## config.mk

```make
export PLATFORM = sky130hd
export DESIGN_NAME = id_stage_hs
export DESIGN_NICKNAME = d
export VERILOG_FILES = /design/src/rtl/id_stage_hs.sv
export SDC_FILE = /design/constraint.sdc
export NUM_CORES = 2
export LEC_CHECK = 0
export CAP_MARGIN = 10
export CORE_ASPECT_RATIO = 1.2
export CORE_UTILIZATION = 62
export CTS_CLUSTER_DIAMETER = 80
export DETAILED_ROUTE_END_ITERATION = 12
export DONT_BUFFER_PORTS = 1
export GPL_TIMING_DRIVEN = 0
export PLACE_DENSITY_LB_ADDON = 0.25
export SYNTH_ARGS = -nofsm -noshare
export SYNTH_HDL_FRONTEND = slang
export SYNTH_SLANG_ARGS = --single-unit
```

## constraint.sdc

```tcl
create_clock -name clk -period 19.19 [get_ports clk]
set_input_delay 5.757 -clock clk [delete_from_list [all_inputs] [get_ports clk]]
set_output_delay 5.757 -clock clk [all_outputs]
set_load 0.005 [all_outputs]
```

## src/rtl/id_stage_hs.sv

```systemverilog
// id_stage_hs: in-order decode stage with valid/ready handshakes, register file,
// load-use interlock and decode-time branch/jump resolution. Optional same-cycle WB bypass: ID_WB_BYPASS_EN.
module id_stage_hs #(
    parameter int unsigned     XLEN   = 32,
    parameter int unsigned     NREGS  = 32,
    parameter logic [XLEN-1:0] RST_PC = '0
) (
    input  logic            clk,
    input  logic            rst_n,
    input  logic            i_valid,
    output logic            o_ready,
    input  logic [31:0]     i_instr,
    input  logic [XLEN-1:0] i_pc,
    input  logic            i_wb_we,
    input  logic [4:0]      i_wb_rd,
    input  logic [XLEN-1:0] i_wb_data,
    input  logic            i_ex_load,
    input  logic [4:0]      i_ex_rd,
    output logic            o_valid,
    input  logic            i_ready,
    output logic [XLEN-1:0] o_rs1_data,
    output logic [XLEN-1:0] o_rs2_data,
    output logic [XLEN-1:0] o_imm,
    output logic [XLEN-1:0] o_pc,
    output logic [6:0]      o_opcode,
    output logic [2:0]      o_func3,
    output logic [4:0]      o_rd,
    output logic [3:0]      o_alu_ctrl,
    output logic            o_redirect,
    output logic [XLEN-1:0] o_redirect_pc
);
    localparam int unsigned RIDX_W = $clog2(NREGS);

    localparam logic [6:0] OP_LUI    = 7'b0110111;
    localparam logic [6:0] OP_AUIPC  = 7'b0010111;
    localparam logic [6:0] OP_JAL    = 7'b1101111;
    localparam logic [6:0] OP_JALR   = 7'b1100111;
    localparam logic [6:0] OP_BRANCH = 7'b1100011;
    localparam logic [6:0] OP_LOAD   = 7'b0000011;
    localparam logic [6:0] OP_STORE  = 7'b0100011;
    localparam logic [6:0] OP_IMM    = 7'b0010011;
    localparam logic [6:0] OP_REG    = 7'b0110011;

    localparam logic [0:0] ST_RUN  = 1'b0;
    localparam logic [0:0] ST_KILL = 1'b1;

    logic [0:0]      state_q, state_d;
    logic [XLEN-1:0] regs_q [NREGS];
    logic [XLEN-1:0] regs_d [NREGS];
    logic            valid_q, valid_d;
    logic [XLEN-1:0] rs1_q, rs1_d;
    logic [XLEN-1:0] rs2_q, rs2_d;
    logic [XLEN-1:0] imm_q, imm_d;
    logic [XLEN-1:0] pc_q, pc_d;
    logic [6:0]      opcode_q, opcode_d;
    logic [2:0]      func3_q, func3_d;
    logic [4:0]      rd_q, rd_d;
    logic [3:0]      alu_q, alu_d;
    logic            redirect_q, redirect_d;
    logic [XLEN-1:0] redirect_pc_q, redirect_pc_d;

    logic [6:0]      opcode;
    logic [2:0]      func3;
    logic [4:0]      rs1_idx, rs2_idx;
    logic            uses_rs1, uses_rs2;
    logic            wb_rs1_match, wb_rs2_match;
    logic            lu_hazard, wb_hazard;
    logic            acc, load;
    logic [XLEN-1:0] rs1_val, rs2_val;
    logic [XLEN-1:0] imm;
    logic [3:0]      alu_ctrl;
    logic            br_cond, taken;
    logic [XLEN-1:0] target;

    // Field extraction and source-register usage
    always_comb begin
        opcode   = i_instr[6:0];
        func3    = i_instr[14:12];
        rs1_idx  = i_instr[19:15];
        rs2_idx  = i_instr[24:20];
        uses_rs1 = !((opcode == OP_LUI) || (opcode == OP_AUIPC) || (opcode == OP_JAL));
        uses_rs2 = (opcode == OP_REG) || (opcode == OP_STORE) || (opcode == OP_BRANCH);
        wb_rs1_match = i_wb_we && (i_wb_rd == rs1_idx) && (rs1_idx != 5'd0);
        wb_rs2_match = i_wb_we && (i_wb_rd == rs2_idx) && (rs2_idx != 5'd0);
    end

    // Register file read; out-of-range indices (RV32E) read as zero
    always_comb begin
        rs1_val = '0;
        rs2_val = '0;
        if ((rs1_idx != 5'd0) && (32'(rs1_idx) < NREGS)) begin
            rs1_val = regs_q[rs1_idx[RIDX_W-1:0]];
`ifdef ID_WB_BYPASS_EN
            if (wb_rs1_match) rs1_val = i_wb_data;
`endif
        end
        if ((rs2_idx != 5'd0) && (32'(rs2_idx) < NREGS)) begin
            rs2_val = regs_q[rs2_idx[RIDX_W-1:0]];
`ifdef ID_WB_BYPASS_EN
            if (wb_rs2_match) rs2_val = i_wb_data;
`endif
        end
    end

    // Immediate generation and ALU control
    always_comb begin
        imm      = '0;
        alu_ctrl = 4'd0;
        case (opcode)
            OP_IMM, OP_LOAD, OP_JALR: imm = XLEN'($signed(i_instr[31:20]));
            OP_STORE:  imm = XLEN'($signed({i_instr[31:25], i_instr[11:7]}));
            OP_BRANCH: imm = XLEN'($signed({i_instr[31], i_instr[7], i_instr[30:25],
                                            i_instr[11:8], 1'b0}));
            OP_LUI, OP_AUIPC: imm = XLEN'($signed({i_instr[31:12], 12'b0}));
            OP_JAL:    imm = XLEN'($signed({i_instr[31], i_instr[19:12], i_instr[20],
                                            i_instr[30:21], 1'b0}));
            default:   imm = '0;
        endcase
        case (opcode)
            OP_REG:  alu_ctrl = {i_instr[30], func3};
            OP_IMM:  alu_ctrl = (func3 == 3'b101) ? {i_instr[30], func3} : {1'b0, func3};
            default: alu_ctrl = 4'd0;
        endcase
    end

    // Branch/jump resolution on the operands being decoded
    always_comb begin
        br_cond = 1'b0;
        case (func3)
            3'b000:  br_cond = (rs1_val == rs2_val);
            3'b001:  br_cond = (rs1_val != rs2_val);
            3'b100:  br_cond = ($signed(rs1_val) <  $signed(rs2_val));
            3'b101:  br_cond = ($signed(rs1_val) >= $signed(rs2_val));
            3'b110:  br_cond = (rs1_val <  rs2_val);
            3'b111:  br_cond = (rs1_val >= rs2_val);
            default: br_cond = 1'b0;
        endcase
        taken  = 1'b0;
        target = i_pc + imm;
        case (opcode)
            OP_BRANCH: taken = br_cond;
            OP_JAL:    taken = 1'b1;
            OP_JALR: begin
                taken  = 1'b1;
                target = (rs1_val + imm) & ~XLEN'(1);
            end
            default:   taken = 1'b0;
        endcase
    end

    // Handshake and interlocks; the KILL cycle swallows whatever fetch presents
    always_comb begin
        lu_hazard = i_ex_load && (i_ex_rd != 5'd0) &&
                    ((uses_rs1 && (i_ex_rd == rs1_idx)) || (uses_rs2 && (i_ex_rd == rs2_idx)));
`ifdef ID_WB_BYPASS_EN
        wb_hazard = 1'b0;
`else
        wb_hazard = (uses_rs1 && wb_rs1_match) || (uses_rs2 && wb_rs2_match);
`endif
        o_ready = (state_q == ST_KILL) || ((!valid_q || i_ready) && !lu_hazard && !wb_hazard);
        acc     = i_valid && o_ready;
        load    = acc && (state_q == ST_RUN);
    end

    // Register file write port
    always_comb begin
        for (int unsigned i = 0; i < NREGS; i++) regs_d[i] = regs_q[i];
        if (i_wb_we && (i_wb_rd != 5'd0) && (32'(i_wb_rd) < NREGS))
            regs_d[i_wb_rd[RIDX_W-1:0]] = i_wb_data;
    end

    // Output register and RUN/KILL sequencing
    always_comb begin
        state_d       = state_q;
        valid_d       = valid_q;
        rs1_d         = rs1_q;
        rs2_d         = rs2_q;
        imm_d         = imm_q;
        pc_d          = pc_q;
        opcode_d      = opcode_q;
        func3_d       = func3_q;
        rd_d          = rd_q;
        alu_d         = alu_q;
        redirect_d    = 1'b0;
        redirect_pc_d = redirect_pc_q;
        if (load) begin
            valid_d  = 1'b1;
            rs1_d    = rs1_val;
            rs2_d    = rs2_val;
            imm_d    = imm;
            pc_d     = i_pc;
            opcode_d = opcode;
            func3_d  = func3;
            rd_d     = i_instr[11:7];
            alu_d    = alu_ctrl;
        end else if (valid_q && i_ready) begin
            valid_d = 1'b0;
        end
        case (state_q)
            ST_RUN: begin
                if (load && taken) begin
                    state_d       = ST_KILL;
                    redirect_d    = 1'b1;
                    redirect_pc_d = target;
                end
            end
            ST_KILL: state_d = ST_RUN;
            default: state_d = ST_RUN;
        endcase
    end

    always_ff @(posedge clk) begin
        if (!rst_n) begin
            state_q       <= ST_RUN;
            valid_q       <= 1'b0;
            rs1_q         <= '0;
            rs2_q         <= '0;
            imm_q         <= '0;
            pc_q          <= RST_PC;
            opcode_q      <= 7'd0;
            func3_q       <= 3'd0;
            rd_q          <= 5'd0;
            alu_q         <= 4'd0;
            redirect_q    <= 1'b0;
            redirect_pc_q <= RST_PC;
            for (int unsigned i = 0; i < NREGS; i++) regs_q[i] <= '0;
        end else begin
            state_q       <= state_d;
            valid_q       <= valid_d;
            rs1_q         <= rs1_d;
            rs2_q         <= rs2_d;
            imm_q         <= imm_d;
            pc_q          <= pc_d;
            opcode_q      <= opcode_d;
            func3_q       <= func3_d;
            rd_q          <= rd_d;
            alu_q         <= alu_d;
            redirect_q    <= redirect_d;
            redirect_pc_q <= redirect_pc_d;
            for (int unsigned i = 0; i < NREGS; i++) regs_q[i] <= regs_d[i];
        end
    end

    assign o_valid       = valid_q;
    assign o_rs1_data    = rs1_q;
    assign o_rs2_data    = rs2_q;
    assign o_imm         = imm_q;
    assign o_pc          = pc_q;
    assign o_opcode      = opcode_q;
    assign o_func3       = func3_q;
    assign o_rd          = rd_q;
    assign o_alu_ctrl    = alu_q;
    assign o_redirect    = redirect_q;
    assign o_redirect_pc = redirect_pc_q;

endmodule

```

# Word-level counts from Yosys, hierarchy flattened
# Memory sizes are Yosys's and may differ from the RTL's.
# Cells that the tools add are included.
[totals] regBits=182 ramBits=1024 inputBits=112 output_inout_bits=182 elab_cells=167 mem_count=1
[mem_list] memory="regs_q" depth=32 word_bits=32 read_ports=34 rd_ports_with_merged_regs=0 write_ports=32 line="48" rtl="logic [XLEN-1:0] regs_q [NREGS];"
[op_classes] addsub=2 n_lt_le_gt_ge=6 eq_ne=20 mux=50 bitwise_logic=35 reduce_logical=41
[ops] cell="2-to-1 mux 32 bit" count=36
[ops] cell="bitwise mux 1024 bit" count=1
[ops] cell="2-to-1 mux 1024 bit" count=1
[ops] cell="demux 32 bit (select 5 bit)" count=1
[ops] cell="case mux 32 bit (5 select lines)" count=1
[ops] cell="adder 32 bit" count=2
[ops] cell="greater-or-equal comparator 32 bit" count=2
[ops] cell="< comparator 32 bit" count=2
[ops] cell="equality test 32 bit" count=1
[ops] cell="inequality test 32 bit" count=1
[ops] cell="bitwise OR 1 bit" count=32
[ops] cell="equality test 7 x 6 -> 1 bit, second input constant" count=3
[ops] cell="equality test 7 bit, second input constant" count=3
[ops] cell="equality test 5 bit" count=4
[ops] cell="nonzero test 5 bit" count=4
[ops] cell="logical AND 1 bit" count=18
[ops] cell="equality test 7 x 5 -> 1 bit, second input constant" count=2
[ops] cell="equality test 3 bit, second input constant" count=4
[ops] cell="logical OR 1 bit" count=8
[ops] cell="case mux 4 bit (2 select lines)" count=1
[ops] cell="equality test 7 x 2 -> 1 bit, second input constant" count=1
[ops] cell="greater-or-equal comparator 6 bit, second input constant" count=1
[ops] cell="< comparator 6 x 1 -> 1 bit, second input constant" count=1
[ops] cell="NOT 5 -> 6 bit" count=1
[ops] cell="12 further kinds" count=23

# Longest topological paths before layout
[logic_depth] ltp_word=16 depth_mapped=23

# Worst setup path before layout
# OpenSTA, ideal clock, no wires.
[synth_path] path_type="in2out" from="input i_instr[16]" to="output o_ready" arrival_time_ns=7.168 required_ns=13.433 slack_ns=6.265 stages=9 path_buffers=3 path_cell_list="buf_2 > buf_2 > buf_2 > xnor2_1 > nand4_1 > nor4_1 > a31oi_1 > o221ai_1 > nand2b_1"
[synth_via] elab_chain_len=8 word_cells_on_any_way=15 cone_classes="eq/ne (2); reduce/logical (13)"
[synth_rtl] item="start, declared" line="12" rtl="input logic [31:0] i_instr,"
[synth_rtl] item="equality test 5 bit (on tied branches)" line="154, 83"
[synth_rtl] item="logical AND 1 bit (on tied branches)" line="154, 83"
[synth_rtl] item="logical OR 1 bit or logical AND 1 bit (tied branches)" line="154, 83"
[synth_rtl] item="logical AND 1 bit (on tied branches)" line="153, 158"
[synth_rtl] item="logical NOT 1 bit or logical OR 1 bit (tied branches)" line="160, 158"
[synth_rtl] item="logical AND 1 bit or logical NOT 1 bit (tied branches)" line="160" rtl="o_ready = (state_q == ST_KILL) || ((!valid_q || i_ready) && !lu_hazard && !wb_hazard);"
[synth_rtl] item="logical AND 1 bit *" line="160"
[synth_rtl] item="logical OR 1 bit *" line="160"
[synth_rtl] item="end, declared" line="11" rtl="output logic o_ready,"
# Mark *: on every way between the ends. The rest lies on a longest branch, timed or not.

# Worst setup path after layout
[layout_path] from="input i_instr[16]" to="register redirect_pc_q[24], in the netlist o_redirect_pc[24]"
[layout_via] word_cells_on_any_way=33 cone_classes="add/sub (2); order compare (4); eq/ne (4); mux (5); reduce/logical (17); memory (1)"
[layout_lines] item="memory read (32 x 32 bit) or nonzero test 5 bit (tied branches)"
[layout_lines] item="2-to-1 mux 32 bit *" line="91" rtl="if ((rs1_idx != 5'd0) && (32'(rs1_idx) < NREGS)) begin"
[layout_lines] item="net rs1_val[29]" line="69" rtl="logic [XLEN-1:0] rs1_val, rs2_val;"
[layout_lines] item="greater-or-equal comparator 32 bit (tied with other cells)" line="135" rtl="3'b111: br_cond = (rs1_val >= rs2_val);"
[layout_lines] item="case mux 1 bit (6 select lines) *" line="129" rtl="case (func3)"
[layout_lines] item="case mux 1 bit (2 select lines) *" line="140" rtl="case (opcode)"
[layout_lines] item="logical AND 1 bit *" line="201" rtl="if (load && taken) begin"
[layout_lines] item="AND reduction 2 bit (no source line) *"
[layout_lines] item="end signal, assigned" line="239" rtl="redirect_pc_q <= redirect_pc_d;"
[layout_lines] item="end, declared" line="60" rtl="logic [XLEN-1:0] redirect_pc_q, redirect_pc_d;"
# Mark *: on every way through the listed nets, which the timed path passes. The rest lies on a longest branch.
# A chain may end at the register's enable or synchronous reset.

==> results.sh <==
export IMPL_initialDrtViolationCount=6669
export IMPL_synth_area_per_cell_sq_um=8.93
export IMPL_final_max_slew_viol_count=0
export IMPL_clock_skew_ns=0.0216
export IMPL_ir_worst_vdd_mv=0.0782
export IMPL_cts_root_buf="clkbuf_16"
export IMPL_coreArea_sq_um=100000
export IMPL_hold_violations=0
export IMPL_worst_pin_slew_ns=1.39
export IMPL_fin_tns_setup_ns=0
export IMPL_finalCriticalPeriod_ns=15.24
export IMPL_firstDrtPassIters=8
export IMPL_row_count=127
export IMPL_cts_setup_buffers=0
export IMPL_final_fill_count=8043
export IMPL_antenna_found_initial=27
export IMPL_p_per_area_nw_per_um2=81.7
export IMPL_vias=57300
export IMPL_wl_per_cell_um=28.9
export IMPL_busiest_layer="met2"
export IMPL_min_period_over_period=0.794
export IMPL_cp_end_kind="register"
export IMPL_ys_ff_latch=1205
export IMPL_cts_made_buffers=119
export IMPL_avgViaCountPerCell=6.62
export IMPL_antenna_left=0
export IMPL_met3_usage=0.130
export IMPL_cts_hold_buf=0
export IMPL_path_class="input port to register"
export IMPL_critPathLaunchType="input port"
export IMPL_grt_use_total=0.483
export IMPL_leakagePower_uw=0.0232
export IMPL_area_delta_synth_final_pct=10.1
export IMPL_grt_max_degree=17
export IMPL_yosys_warnings=0
export IMPL_synth_edf_count=0
export IMPL_mostFrequentLayoutCells="nand2_1 (2332), a21oi_1 (1234), dfxtp_1 (1205)"
export IMPL_path_max_fanout=11
export IMPL_cts_sink_count=1205
export IMPL_io_buffers=0
export IMPL_die_x_um=293
export IMPL_clock_path_buffers=3
export IMPL_clkLatencyLatePin_ns=0.77
export IMPL_hp_class="register to register"
export IMPL_remaining_drc_errors=0
export IMPL_cts_tree="yes"
export IMPL_drive_gt1_frac=0.134
export IMPL_grt_use_met1=0.515
export IMPL_worstPathArrival_ns=15.90
export IMPL_layout_commonest_cell="nand2_1"
export IMPL_post_cts_resized=0
export IMPL_grt_use_met2=0.782
export IMPL_clkTransAtPathRegs_ns=0.06
export IMPL_synthFlopType="dfxtp_1"
export IMPL_syn_inst=7040
export IMPL_syn_cell_area_sq_um=62900
export IMPL_io_pins=294
export IMPL_async_flop_share=0
export IMPL_grt_pass1_vias=56100
export IMPL_die_h_um=351
export IMPL_clock_fmax_ghz=0.0656
export IMPL_synth_fp_nets=7245
export IMPL_initial_core_util=0.627
export IMPL_status="finished clean"
export IMPL_nets=7386
export IMPL_rsz0062_at_grt="no"
export IMPL_synth_yosys_seq_area_share=0.384
export IMPL_drv_cap=0
export IMPL_htreeDepth=3
export IMPL_grt_pass1_wl_um=360000
export IMPL_dieArea_sq_um=103000
export IMPL_finalWirelength_um=250000
export IMPL_gr_total_overflow=0
export IMPL_postLayoutCoreUtil=0.691
export IMPL_ys_types=84
export IMPL_routabilityCongestion=1.04
export IMPL_worstPathRequired_ns=19.85
export IMPL_dp_final_hpwl_um=200000
export IMPL_slew_headroom=0.0731
export IMPL_final_setup_viol_count=0
-- report_power, final --
part	leakage, uW	total [uW]	switching (uW)	internal [uW]
clock	0.00211	2610	1110	1500
combinational	0.0114	505	357	149
sequential	0.00972	2550	19.9	2530
total	0.0232	5660	1480	4180
-- final timing paths --
check	cells past startpoint	end	slack, ns	from
max reg2reg	16	o_redirect_pc[24]$_SDFFE_PN0P_	12.45	regs_q[26][29]$_SDFFE_PN0P_
min	2	regs_q[7][16]$_SDFFE_PN0P_	0.47	regs_q[7][16]$_SDFFE_PN0P_
min reg2reg	2	regs_q[7][16]$_SDFFE_PN0P_	0.47	regs_q[7][16]$_SDFFE_PN0P_
max	22	o_redirect_pc[24]$_SDFFE_PN0P_	3.95	i_instr[16]
-- layer usage --
layer	up-vias	wire length [um]
li1	24900	-
met1	27400	80100
met2	3735	116000
met3	1120	27100
met4	16	27000
met5	-	101
-- per-stage QoR --
stage | hold slack [ns] | setup slack (ns) | area, sq um | total power (uW) | cells
2_1_floorplan | 0.422 | 6.27 | 62900 | 2900 | 7040
3_3_place_gp | 0.448 | 3.46 | 64600 | 3070 | 8394
3_5_place_dp | 0.444 | 4.35 | 64800 | 3080 | 8406
4_1_cts | 0.466 | 4.67 | 69100 | 5610 | 8630
5_1_grt | 0.482 | 4.30 | 69200 | 5760 | 8638
6_report | 0.466 | 3.95 | 69200 | 5660 | 8650
-- final cells by class --
class | count | area (sq um) | area share
buffer | 661 | 2580 | 0.0372
inverter | 33 | 124 | 0.00179
clock inverter | 71 | 990 | 0.0143
antenna | 12 | 30.0 | 0.000434
timing repair buffer | 20 | 308 | 0.00445
tap | 1354 | 1690 | 0.0245
sequential | 1205 | 24100 | 0.348
multi-input combinational | 5141 | 36100 | 0.521
clock buffer | 153 | 3310 | 0.0478
-- state kept, by name (all words and copies together) (netlist names) --
name,count
o_alu_ctrl,4
o_func3,3
o_imm,32
o_opcode,7
o_pc,32
o_rd,5
o_redirect_pc,32
o_rs1_data,32
o_rs2_data,32
o_valid,1
regs_q,1024
state_q,1
-- synth_stat cells (6+ instances only) --
cell type     n  area, sq um
a2111oi_0     7         61.3
nand3_1      35          175
nand4b_1      6         52.6
dfxtp_1    1205        24100
o21bai_1     14          105
clkbuf_1    581         2180
buf_2        20          100
and3_1       18          113
or2_2         7         43.8
and2_1       52          325
a311oi_2     11          165
nor3_1       21          105
o21ai_0      54          270
nand4_1      16          100
a41oi_1       6         52.6
ha_1         91         1140
xor2_1       27          236
or3_1         6         37.5
buf_6         6         67.6
a211oi_1     17          128
mux2_2       35          394
a22oi_1       7         52.6
nand2b_1     18          113
a21o_1       65          488
a21oi_2      11         96.3
inv_1        33          124
nand3b_1      7         52.6
nor2_1      193          724
buf_1        52          195
nand2_1    2332         8750
a211oi_2     14          175
xnor2_1      41          359
mux2i_1      59          591
nor2b_1      13         81.3
a21oi_1    1234         6180
a31oi_1      15         93.8
mux4_2      618        13900
-- worst max-delay path: stages --
cell and delay [ns]:
buf_2 0.17, buf_2 0.45, buf_2 0.61, buf_2 0.56, clkbuf_1 1.03, clkbuf_1 1.01
mux4_2 0.43, mux4_2 0.33, mux2i_1 0.16, nor2_1 0.94, ha_1 0.28, nand4_1 0.39
or3_1 0.55, or3_1 0.76, or2_2 0.49, o211ai_4 0.24, mux2i_1 0.24, a32oi_2 0.17
a21oi_2 0.66, nor2_8 0.13, buf_6 0.22, a311oi_2 0.21
-- cells by family (layout without fill, tap and decap cells) --
group / count (synthesis) / in the layout / synth area share
AOI/OAI and AO/OA: 1513 / 1513 / 0.134
xor gates and xnor gates: 68 / 68 / 0.00947
adders and majority gates: 94 / 94 / 0.0189
buffers and inverters: 694 / 938 / 0.0429
DFF: 1205 / 1205 / 0.384
muxes: 714 / 714 / 0.238
other: 0 / 12 / 0
and+or+nand+nor: 2752 / 2752 / 0.174
(Power assumes the default switching activity.)
